### config.mk
export PLATFORM = sky130hd
export DESIGN_NAME = idu_pipe_flat
export DESIGN_NICKNAME = d
export VERILOG_FILES = /design/src/rtl/riscv_pkg.sv /design/src/rtl/idu_pipe_if.sv /design/src/rtl/regfile_bp.sv /design/src/rtl/idu_pipe.sv /design/src/flat_wrapper.sv
export SDC_FILE = /design/constraint.sdc
export NUM_CORES = 2
export LEC_CHECK = 0
export CORE_UTILIZATION = 40
export DETAILED_ROUTE_END_ITERATION = 16
export SKIP_CTS_REPAIR_TIMING = 1
export SYNTH_ARGS = -nofsm -noshare
export SYNTH_HDL_FRONTEND = slang
export SYNTH_SLANG_ARGS = --single-unit
### constraint.sdc
create_clock -name clk -period 11.6 [get_ports clk]
set_input_delay 2.32 -clock clk [delete_from_list [all_inputs] [get_ports clk]]
set_output_delay 2.32 -clock clk [all_outputs]
set_load 0.03 [all_outputs]
### src/rtl/riscv_pkg.sv
// riscv_pkg: shared immediate-format codes, NOP word and instruction field positions
package riscv_pkg;
  localparam logic [2:0] IMM_I = 3'b000;
  localparam logic [2:0] IMM_S = 3'b001;
  localparam logic [2:0] IMM_B = 3'b010;
  localparam logic [2:0] IMM_J = 3'b011;
  localparam logic [2:0] IMM_U = 3'b100;
  localparam logic [31:0] NOP_INSTR = 32'h0000_0013;
  localparam int RS1_LSB = 15;
  localparam int RS2_LSB = 20;
  localparam int RD_LSB = 7;
endpackage

### src/rtl/idu_pipe_if.sv
// idu_pipe_if: decode-stage bus; fetch/writeback/EX inputs and decode outputs
// master drives fetch/control/writeback inputs, slave (the decode stage) drives D-stage outputs
interface idu_pipe_if #(parameter int XLEN = 32);
  logic [XLEN-1:0] PCF, PCplus4F;
  logic [31:0] InstrF;
  logic flushD;
  logic [2:0] ImmSrcD;
  logic RegWriteW;
  logic [4:0] RdW;
  logic [XLEN-1:0] ResultW;
  logic LoadE;
  logic [4:0] RdE;
  logic [31:0] InstrD;
  logic [XLEN-1:0] PCD, PCplus4D;
  logic ValidD;
  logic [4:0] Rs1D, Rs2D, RdD;
  logic [XLEN-1:0] RD1D, RD2D, ImmExtD;
  logic stallF, stallD, flushE;
  modport master (
    output PCF, PCplus4F, InstrF, flushD, ImmSrcD, RegWriteW, RdW, ResultW, LoadE, RdE,
    input InstrD, PCD, PCplus4D, ValidD, Rs1D, Rs2D, RdD, RD1D, RD2D, ImmExtD, stallF, stallD, flushE
  );
  modport slave (
    input PCF, PCplus4F, InstrF, flushD, ImmSrcD, RegWriteW, RdW, ResultW, LoadE, RdE,
    output InstrD, PCD, PCplus4D, ValidD, Rs1D, Rs2D, RdD, RD1D, RD2D, ImmExtD, stallF, stallD, flushE
  );
endinterface

### src/rtl/regfile_bp.sv
// regfile_bp: register file with x0 hardwired to zero and write-through bypass
// ports: clk, reset (sync active-low), we/wa/wd write port, ra1/ra2 -> rd1/rd2 combinational reads
module regfile_bp #(
  parameter int XLEN = 32,
  parameter int NREGS = 32
) (
  input  logic            clk,
  input  logic            reset,
  input  logic            we,
  input  logic [4:0]      wa,
  input  logic [XLEN-1:0] wd,
  input  logic [4:0]      ra1,
  input  logic [4:0]      ra2,
  output logic [XLEN-1:0] rd1,
  output logic [XLEN-1:0] rd2
);
  localparam logic [5:0] NR = 6'(NREGS);
  logic [XLEN-1:0] rf [32];
  logic wen;
  // entries at or above NREGS exist only to keep indexing full-width; they are never written
  assign wen = we && wa != 5'd0 && {1'b0, wa} < NR;
  always_ff @(posedge clk) begin
    if (!reset) for (int i = 0; i < 32; i++) rf[i] <= '0;
    else if (wen) rf[wa] <= wd;
  end
  assign rd1 = (ra1 == 5'd0 || {1'b0, ra1} >= NR) ? '0 : (wen && wa == ra1) ? wd : rf[ra1];
  assign rd2 = (ra2 == 5'd0 || {1'b0, ra2} >= NR) ? '0 : (wen && wa == ra2) ? wd : rf[ra2];
endmodule

### src/rtl/idu_pipe.sv
// idu_pipe: decode stage with IF/ID register, bypassed register file, immediate extender and load-use hazard unit
// ports: clk, reset (sync active-low), bus (idu_pipe_if.slave) carrying fetch/writeback/EX inputs and decode outputs
module idu_pipe import riscv_pkg::*; #(
  parameter int XLEN = 32,
  parameter int NREGS = 32,
  parameter logic [31:0] NOP = NOP_INSTR
) (
  input logic clk,
  input logic reset,
  idu_pipe_if.slave bus
);
  logic lwStall;
  logic [31:0] i, imm;
  assign i = bus.InstrD;
  assign bus.Rs1D = i[RS1_LSB +: 5];
  assign bus.Rs2D = i[RS2_LSB +: 5];
  assign bus.RdD = i[RD_LSB +: 5];
  // a load in EX whose result the valid decode instruction needs; gated so nothing stalls during reset
  assign lwStall = reset & bus.LoadE & bus.ValidD & (bus.RdE != 5'd0) & ((bus.RdE == bus.Rs1D) | (bus.RdE == bus.Rs2D));
  assign bus.stallF = lwStall;
  assign bus.stallD = lwStall;
  assign bus.flushE = lwStall;
  // flush outranks stall so a killed slot never lingers
  always_ff @(posedge clk) begin
    if (!reset || bus.flushD) begin
      bus.InstrD <= NOP;
      bus.PCD <= '0;
      bus.PCplus4D <= '0;
      bus.ValidD <= 1'b0;
    end else if (!lwStall) begin
      bus.InstrD <= bus.InstrF;
      bus.PCD <= bus.PCF;
      bus.PCplus4D <= bus.PCplus4F;
      bus.ValidD <= 1'b1;
    end
  end
  always_comb begin
    imm = bus.ImmSrcD == IMM_I ? {{20{i[31]}}, i[31:20]} :
          bus.ImmSrcD == IMM_S ? {{20{i[31]}}, i[31:25], i[11:7]} :
          bus.ImmSrcD == IMM_B ? {{19{i[31]}}, i[31], i[7], i[30:25], i[11:8], 1'b0} :
          bus.ImmSrcD == IMM_J ? {{11{i[31]}}, i[31], i[19:12], i[20], i[30:21], 1'b0} :
          bus.ImmSrcD == IMM_U ? {i[31:12], 12'b0} : 32'b0;
  end
  assign bus.ImmExtD = XLEN'($signed(imm));
  regfile_bp #(.XLEN(XLEN), .NREGS(NREGS)) rf (
    .clk(clk),
    .reset(reset),
    .we(bus.RegWriteW),
    .wa(bus.RdW),
    .wd(bus.ResultW),
    .ra1(bus.Rs1D),
    .ra2(bus.Rs2D),
    .rd1(bus.RD1D),
    .rd2(bus.RD2D)
  );
endmodule

### src/flat_wrapper.sv
// flat-port wrapper written by rule: the top's interface ports become plain ports
module idu_pipe_flat import riscv_pkg::*;
#(
  parameter int XLEN = 32,
  parameter int NREGS = 32,
  parameter logic [31:0] NOP = NOP_INSTR
)
  (clk, reset, bus_PCF, bus_PCplus4F, bus_InstrF, bus_flushD, bus_ImmSrcD, bus_RegWriteW, bus_RdW, bus_ResultW, bus_LoadE, bus_RdE, bus_InstrD, bus_PCD, bus_PCplus4D, bus_ValidD, bus_Rs1D, bus_Rs2D, bus_RdD, bus_RD1D, bus_RD2D, bus_ImmExtD, bus_stallF, bus_stallD, bus_flushE);
  idu_pipe_if #(.XLEN(XLEN)) bus_i ();
  input logic clk;
  input logic reset;
  input wire logic [$bits(bus_i.PCF)-1:0] bus_PCF;
  input wire logic [$bits(bus_i.PCplus4F)-1:0] bus_PCplus4F;
  input wire logic [$bits(bus_i.InstrF)-1:0] bus_InstrF;
  input wire logic [$bits(bus_i.flushD)-1:0] bus_flushD;
  input wire logic [$bits(bus_i.ImmSrcD)-1:0] bus_ImmSrcD;
  input wire logic [$bits(bus_i.RegWriteW)-1:0] bus_RegWriteW;
  input wire logic [$bits(bus_i.RdW)-1:0] bus_RdW;
  input wire logic [$bits(bus_i.ResultW)-1:0] bus_ResultW;
  input wire logic [$bits(bus_i.LoadE)-1:0] bus_LoadE;
  input wire logic [$bits(bus_i.RdE)-1:0] bus_RdE;
  output wire logic [$bits(bus_i.InstrD)-1:0] bus_InstrD;
  output wire logic [$bits(bus_i.PCD)-1:0] bus_PCD;
  output wire logic [$bits(bus_i.PCplus4D)-1:0] bus_PCplus4D;
  output wire logic [$bits(bus_i.ValidD)-1:0] bus_ValidD;
  output wire logic [$bits(bus_i.Rs1D)-1:0] bus_Rs1D;
  output wire logic [$bits(bus_i.Rs2D)-1:0] bus_Rs2D;
  output wire logic [$bits(bus_i.RdD)-1:0] bus_RdD;
  output wire logic [$bits(bus_i.RD1D)-1:0] bus_RD1D;
  output wire logic [$bits(bus_i.RD2D)-1:0] bus_RD2D;
  output wire logic [$bits(bus_i.ImmExtD)-1:0] bus_ImmExtD;
  output wire logic [$bits(bus_i.stallF)-1:0] bus_stallF;
  output wire logic [$bits(bus_i.stallD)-1:0] bus_stallD;
  output wire logic [$bits(bus_i.flushE)-1:0] bus_flushE;
  assign bus_i.PCF = bus_PCF;
  assign bus_i.PCplus4F = bus_PCplus4F;
  assign bus_i.InstrF = bus_InstrF;
  assign bus_i.flushD = bus_flushD;
  assign bus_i.ImmSrcD = bus_ImmSrcD;
  assign bus_i.RegWriteW = bus_RegWriteW;
  assign bus_i.RdW = bus_RdW;
  assign bus_i.ResultW = bus_ResultW;
  assign bus_i.LoadE = bus_LoadE;
  assign bus_i.RdE = bus_RdE;
  assign bus_InstrD = bus_i.InstrD;
  assign bus_PCD = bus_i.PCD;
  assign bus_PCplus4D = bus_i.PCplus4D;
  assign bus_ValidD = bus_i.ValidD;
  assign bus_Rs1D = bus_i.Rs1D;
  assign bus_Rs2D = bus_i.Rs2D;
  assign bus_RdD = bus_i.RdD;
  assign bus_RD1D = bus_i.RD1D;
  assign bus_RD2D = bus_i.RD2D;
  assign bus_ImmExtD = bus_i.ImmExtD;
  assign bus_stallF = bus_i.stallF;
  assign bus_stallD = bus_i.stallD;
  assign bus_flushE = bus_i.flushE;
  idu_pipe #(.XLEN(XLEN), .NREGS(NREGS), .NOP(NOP)) u_core (.clk(clk), .reset(reset), .bus(bus_i));
endmodule
==> Implementation_results.wiki <==
{| class="wikitable"
! Metric !! Value
|-
| Result of the run || finished, final reports clean
|-
| Max-capacitance violation count || 0
|-
| Class of the most critical setup path || input pin to primary output
|-
| Most instantiated cells after synthesis || edfxtp_1 (1024), and2_1 (1003), mux2i_1 (498)
|-
| Unique masters post-synth || 62
|-
| Number of nets in the final layout || 4870
|-
| Final hold violation count || 0
|-
| Final critical-path required period || 8.80 ns
|-
| Site Rows || 142
|-
| Post-route total power || 9.93 mW
|-
| Tightest slew margin relative to the limit || 0.123
|-
| Iteration count of the initial detailed-routing pass || 6
|-
| Overall track demand over capacity in global routing || 0.311
|-
| Die Outline Area || 153000 µm²
|-
| CTS sink cnt || 1131
|-
| EDFF count, synth || 1024
|-
| Crit. End Element || primary output
|-
| Unrepaired setup endpoints after global routing || no
|-
| Grt total ovfl || 0
|-
| Crit path launch type || input pin
|-
| TritonCTS Buffers || 121
|-
| Worst hold-check path type || register to register
|-
| Ys Warns || 0
|-
| DRT antenna net count || 0
|-
| Buffers from clock root to sink, at most || 3
|-
| Largest fanout of any net on the critical path || 23
|-
| Total via count in the routed design || 43300
|-
| Vias per cell || 6.32
|-
| Share of the cycle needed by the critical path after routing || 0.758
|-
| Power density relative to cell area || 142 nW/µm²
|-
| Ports placed on the boundary || 357
|-
| FFs w/ async S/R, synth || 0
|-
| CTS H-tree depth || 3
|-
| Number of failing setup endpoints in the final timing report || 0
|-
| Final worst clock skew || 0.0137 ns
|-
| Largest vdd supply drop || 0.131 mV
|-
| FF+latch count, synth || 1131
|-
| Number of global-route vias before repair || 42600
|-
| Ys flop type || edfxtp_1
|-
| Drc violations || 0
|-
| Overall die height || 391 µm
|-
| Lkg Pwr || 22.8 nW
|-
| Worst-margin pin slew || 1.31 ns
|-
| Drt first-iter violations || 6362
|-
| Proportion of layout cells with a drive suffix above 1 || 0.156
|-
| Antenna violations before repair || 29
|-
| Placeable Area || 150000 µm²
|-
| Sequential share of the synthesized area || 0.543
|-
| Slew Viols, Final || 0
|-
| Cell type with the highest aggregate area in the netlist || edfxtp_1
|-
| First-pass GRT wire length || 331 mm
|-
| Post-route setup TNS || 0 ns
|-
| RePlAce Congestion || 0.896
|-
| Library cell used as clock root buffer || clkbuf_16
|-
| Clock tree from TritonCTS || done
|-
| Area share of the leading cell type in the synthesized netlist || 0.507
|-
| Initial core utilization || 0.404
|-
| Critical path data required time || 9.28 ns
|-
| Post-Synthesis Cells || 4567
|-
| Buffers on Ports || 356
|-
| Worst reg2reg setup slack || 8.20 ns
|-
| Highest clock frequency the design can meet || 114 MHz
|-
| Clock edge transition at the registers on the reported setup and hold paths || 0.06 ns
|-
| Post-Syn Area || 60600 µm²
|-
| Syn Area/Cell || 13.3 µm²
|-
| Clock network latency to the later pin of the worst-skew pair || 0.73 ns
|-
| Final HPWL DP || 139 mm
|-
| Post-detailed-route wirelength per cell || 35.1 µm
|-
| Area contributors post-synth || edfxtp_1 (51%), mux4_2 (12%), and2_1 (10%)
|-
| Maximum number of pins on one net before global-route repair || 104
|-
| Most common cell in the synthesized netlist || edfxtp_1
|-
| Area Overhead vs Synth || 15.5%
|-
| Total wire length after detailed routing || 241 mm
|-
| CP arrival || 6.48 ns
|-
| Slack of the critical path || 2.80 ns
|-
| Overall die width || 391 µm
|-
| Pre-CTS setup slack || 2.77 ns
|}
-- metal layers --
layer	track usage	share of wire	vias to the layer above
met5	0	0.00026	-
met4	0.151	0.054	10
met1	0.406	0.37	22100
li1	-	-	17600
met3	0.0982	0.13	536
met2	0.468	0.44	3099
-- cells in the final DEF (no fill, tap or decap), drive strengths merged, types with 32 or more instances in the layout --
master / instances
mux4: 314
clkbuf: 163
nor3: 41
clkdlybuf4s50: 352
edfxtp: 1024
a22oi: 67
conb: 32
nand2: 104
a221oi: 153
a21oi: 69
nor2: 180
o21ai: 159
clkinv: 54
dfxtp: 107
and2: 1003
mux2i: 498
nand3: 37
buf: 152
-- area by class of cell --
| type | instances | area, µm² |
|---|---|---|
| diodes | 7 | 17.5 |
| clock inverters | 63 | 420 |
| flip-flops and latches | 1131 | 32900 |
| fillers | 13200 | 80100 |
| inverters | 8 | 32.5 |
| well taps | 2016 | 2520 |
| repair buffers | 504 | 4740 |
| multi-input cells | 2958 | 26000 |
| clock buffers | 163 | 3310 |
-- worst max-delay path, cell delays in order --
cell and delay (ns):
clkdlybuf4s50_1 0.58, or3_1 0.73, o31ai_4 0.35, nor4_2 0.09
buf_4 0.28, nor3_1 0.50, a22oi_1 0.37, nand2_1 0.31
clkdlybuf4s50_1 0.89
-- registers in the layout, summed over array words and instances (netlist names), named ones only --
name                 cells
u_core.bus.ValidD        1
u_core.rf.rf          1024
u_core.bus.InstrD       32
u_core.bus.PCplus4D     32
u_core.bus.PCD          32
-- per-stage QoR --
stage | instance area [µm²] | hold slack (ns) | cells | util
after global routing | 70000 | 0.523 | 6846 | 0.466
after detailed placement | 66200 | 0.473 | 6617 | 0.441
after CTS | 70000 | 0.496 | 6843 | 0.466
final | 70000 | 0.497 | 6850 | 0.466
after global placement | 66200 | 0.462 | 6617 | 0.441
after floorplan | 60700 | 0.642 | 4598 | -
-- final timing paths --
check,end,cells past startpoint,start
worst max-delay path,bus_RD1D[4],9,bus_RdW[3]
worst min-delay path,u_core.bus.PCD[29],2,u_core.bus.PCD[29]
worst max register to register,register,7,u_core.bus.InstrD[18]
worst min register to register,u_core.bus.PCD[29],2,u_core.bus.PCD[29]
-- logic make-up after synthesis --
group                     after synthesis  share of synthesized area
and+or+nand+nor                      1453                      0.137
DFF                                  1131                      0.543
muxes                                 832                      0.203
AOI/OAI and AO/OA                     620                     0.0730
buffers and inverters                 509                     0.0410
xor gates and xnor gates               21                    0.00303
other                                   1                  0.0000619
-- power by group --
part / leakage, nW / switching [mW] / internal, mW
registers: 10.6 / 0.139 / 4.66
logic: 10.3 / 0.883 / 0.495
clock network: 1.84 / 1.66 / 2.09
total: 22.8 / 2.68 / 7.25
No activity file was read; power rests on OpenSTA's default activity.
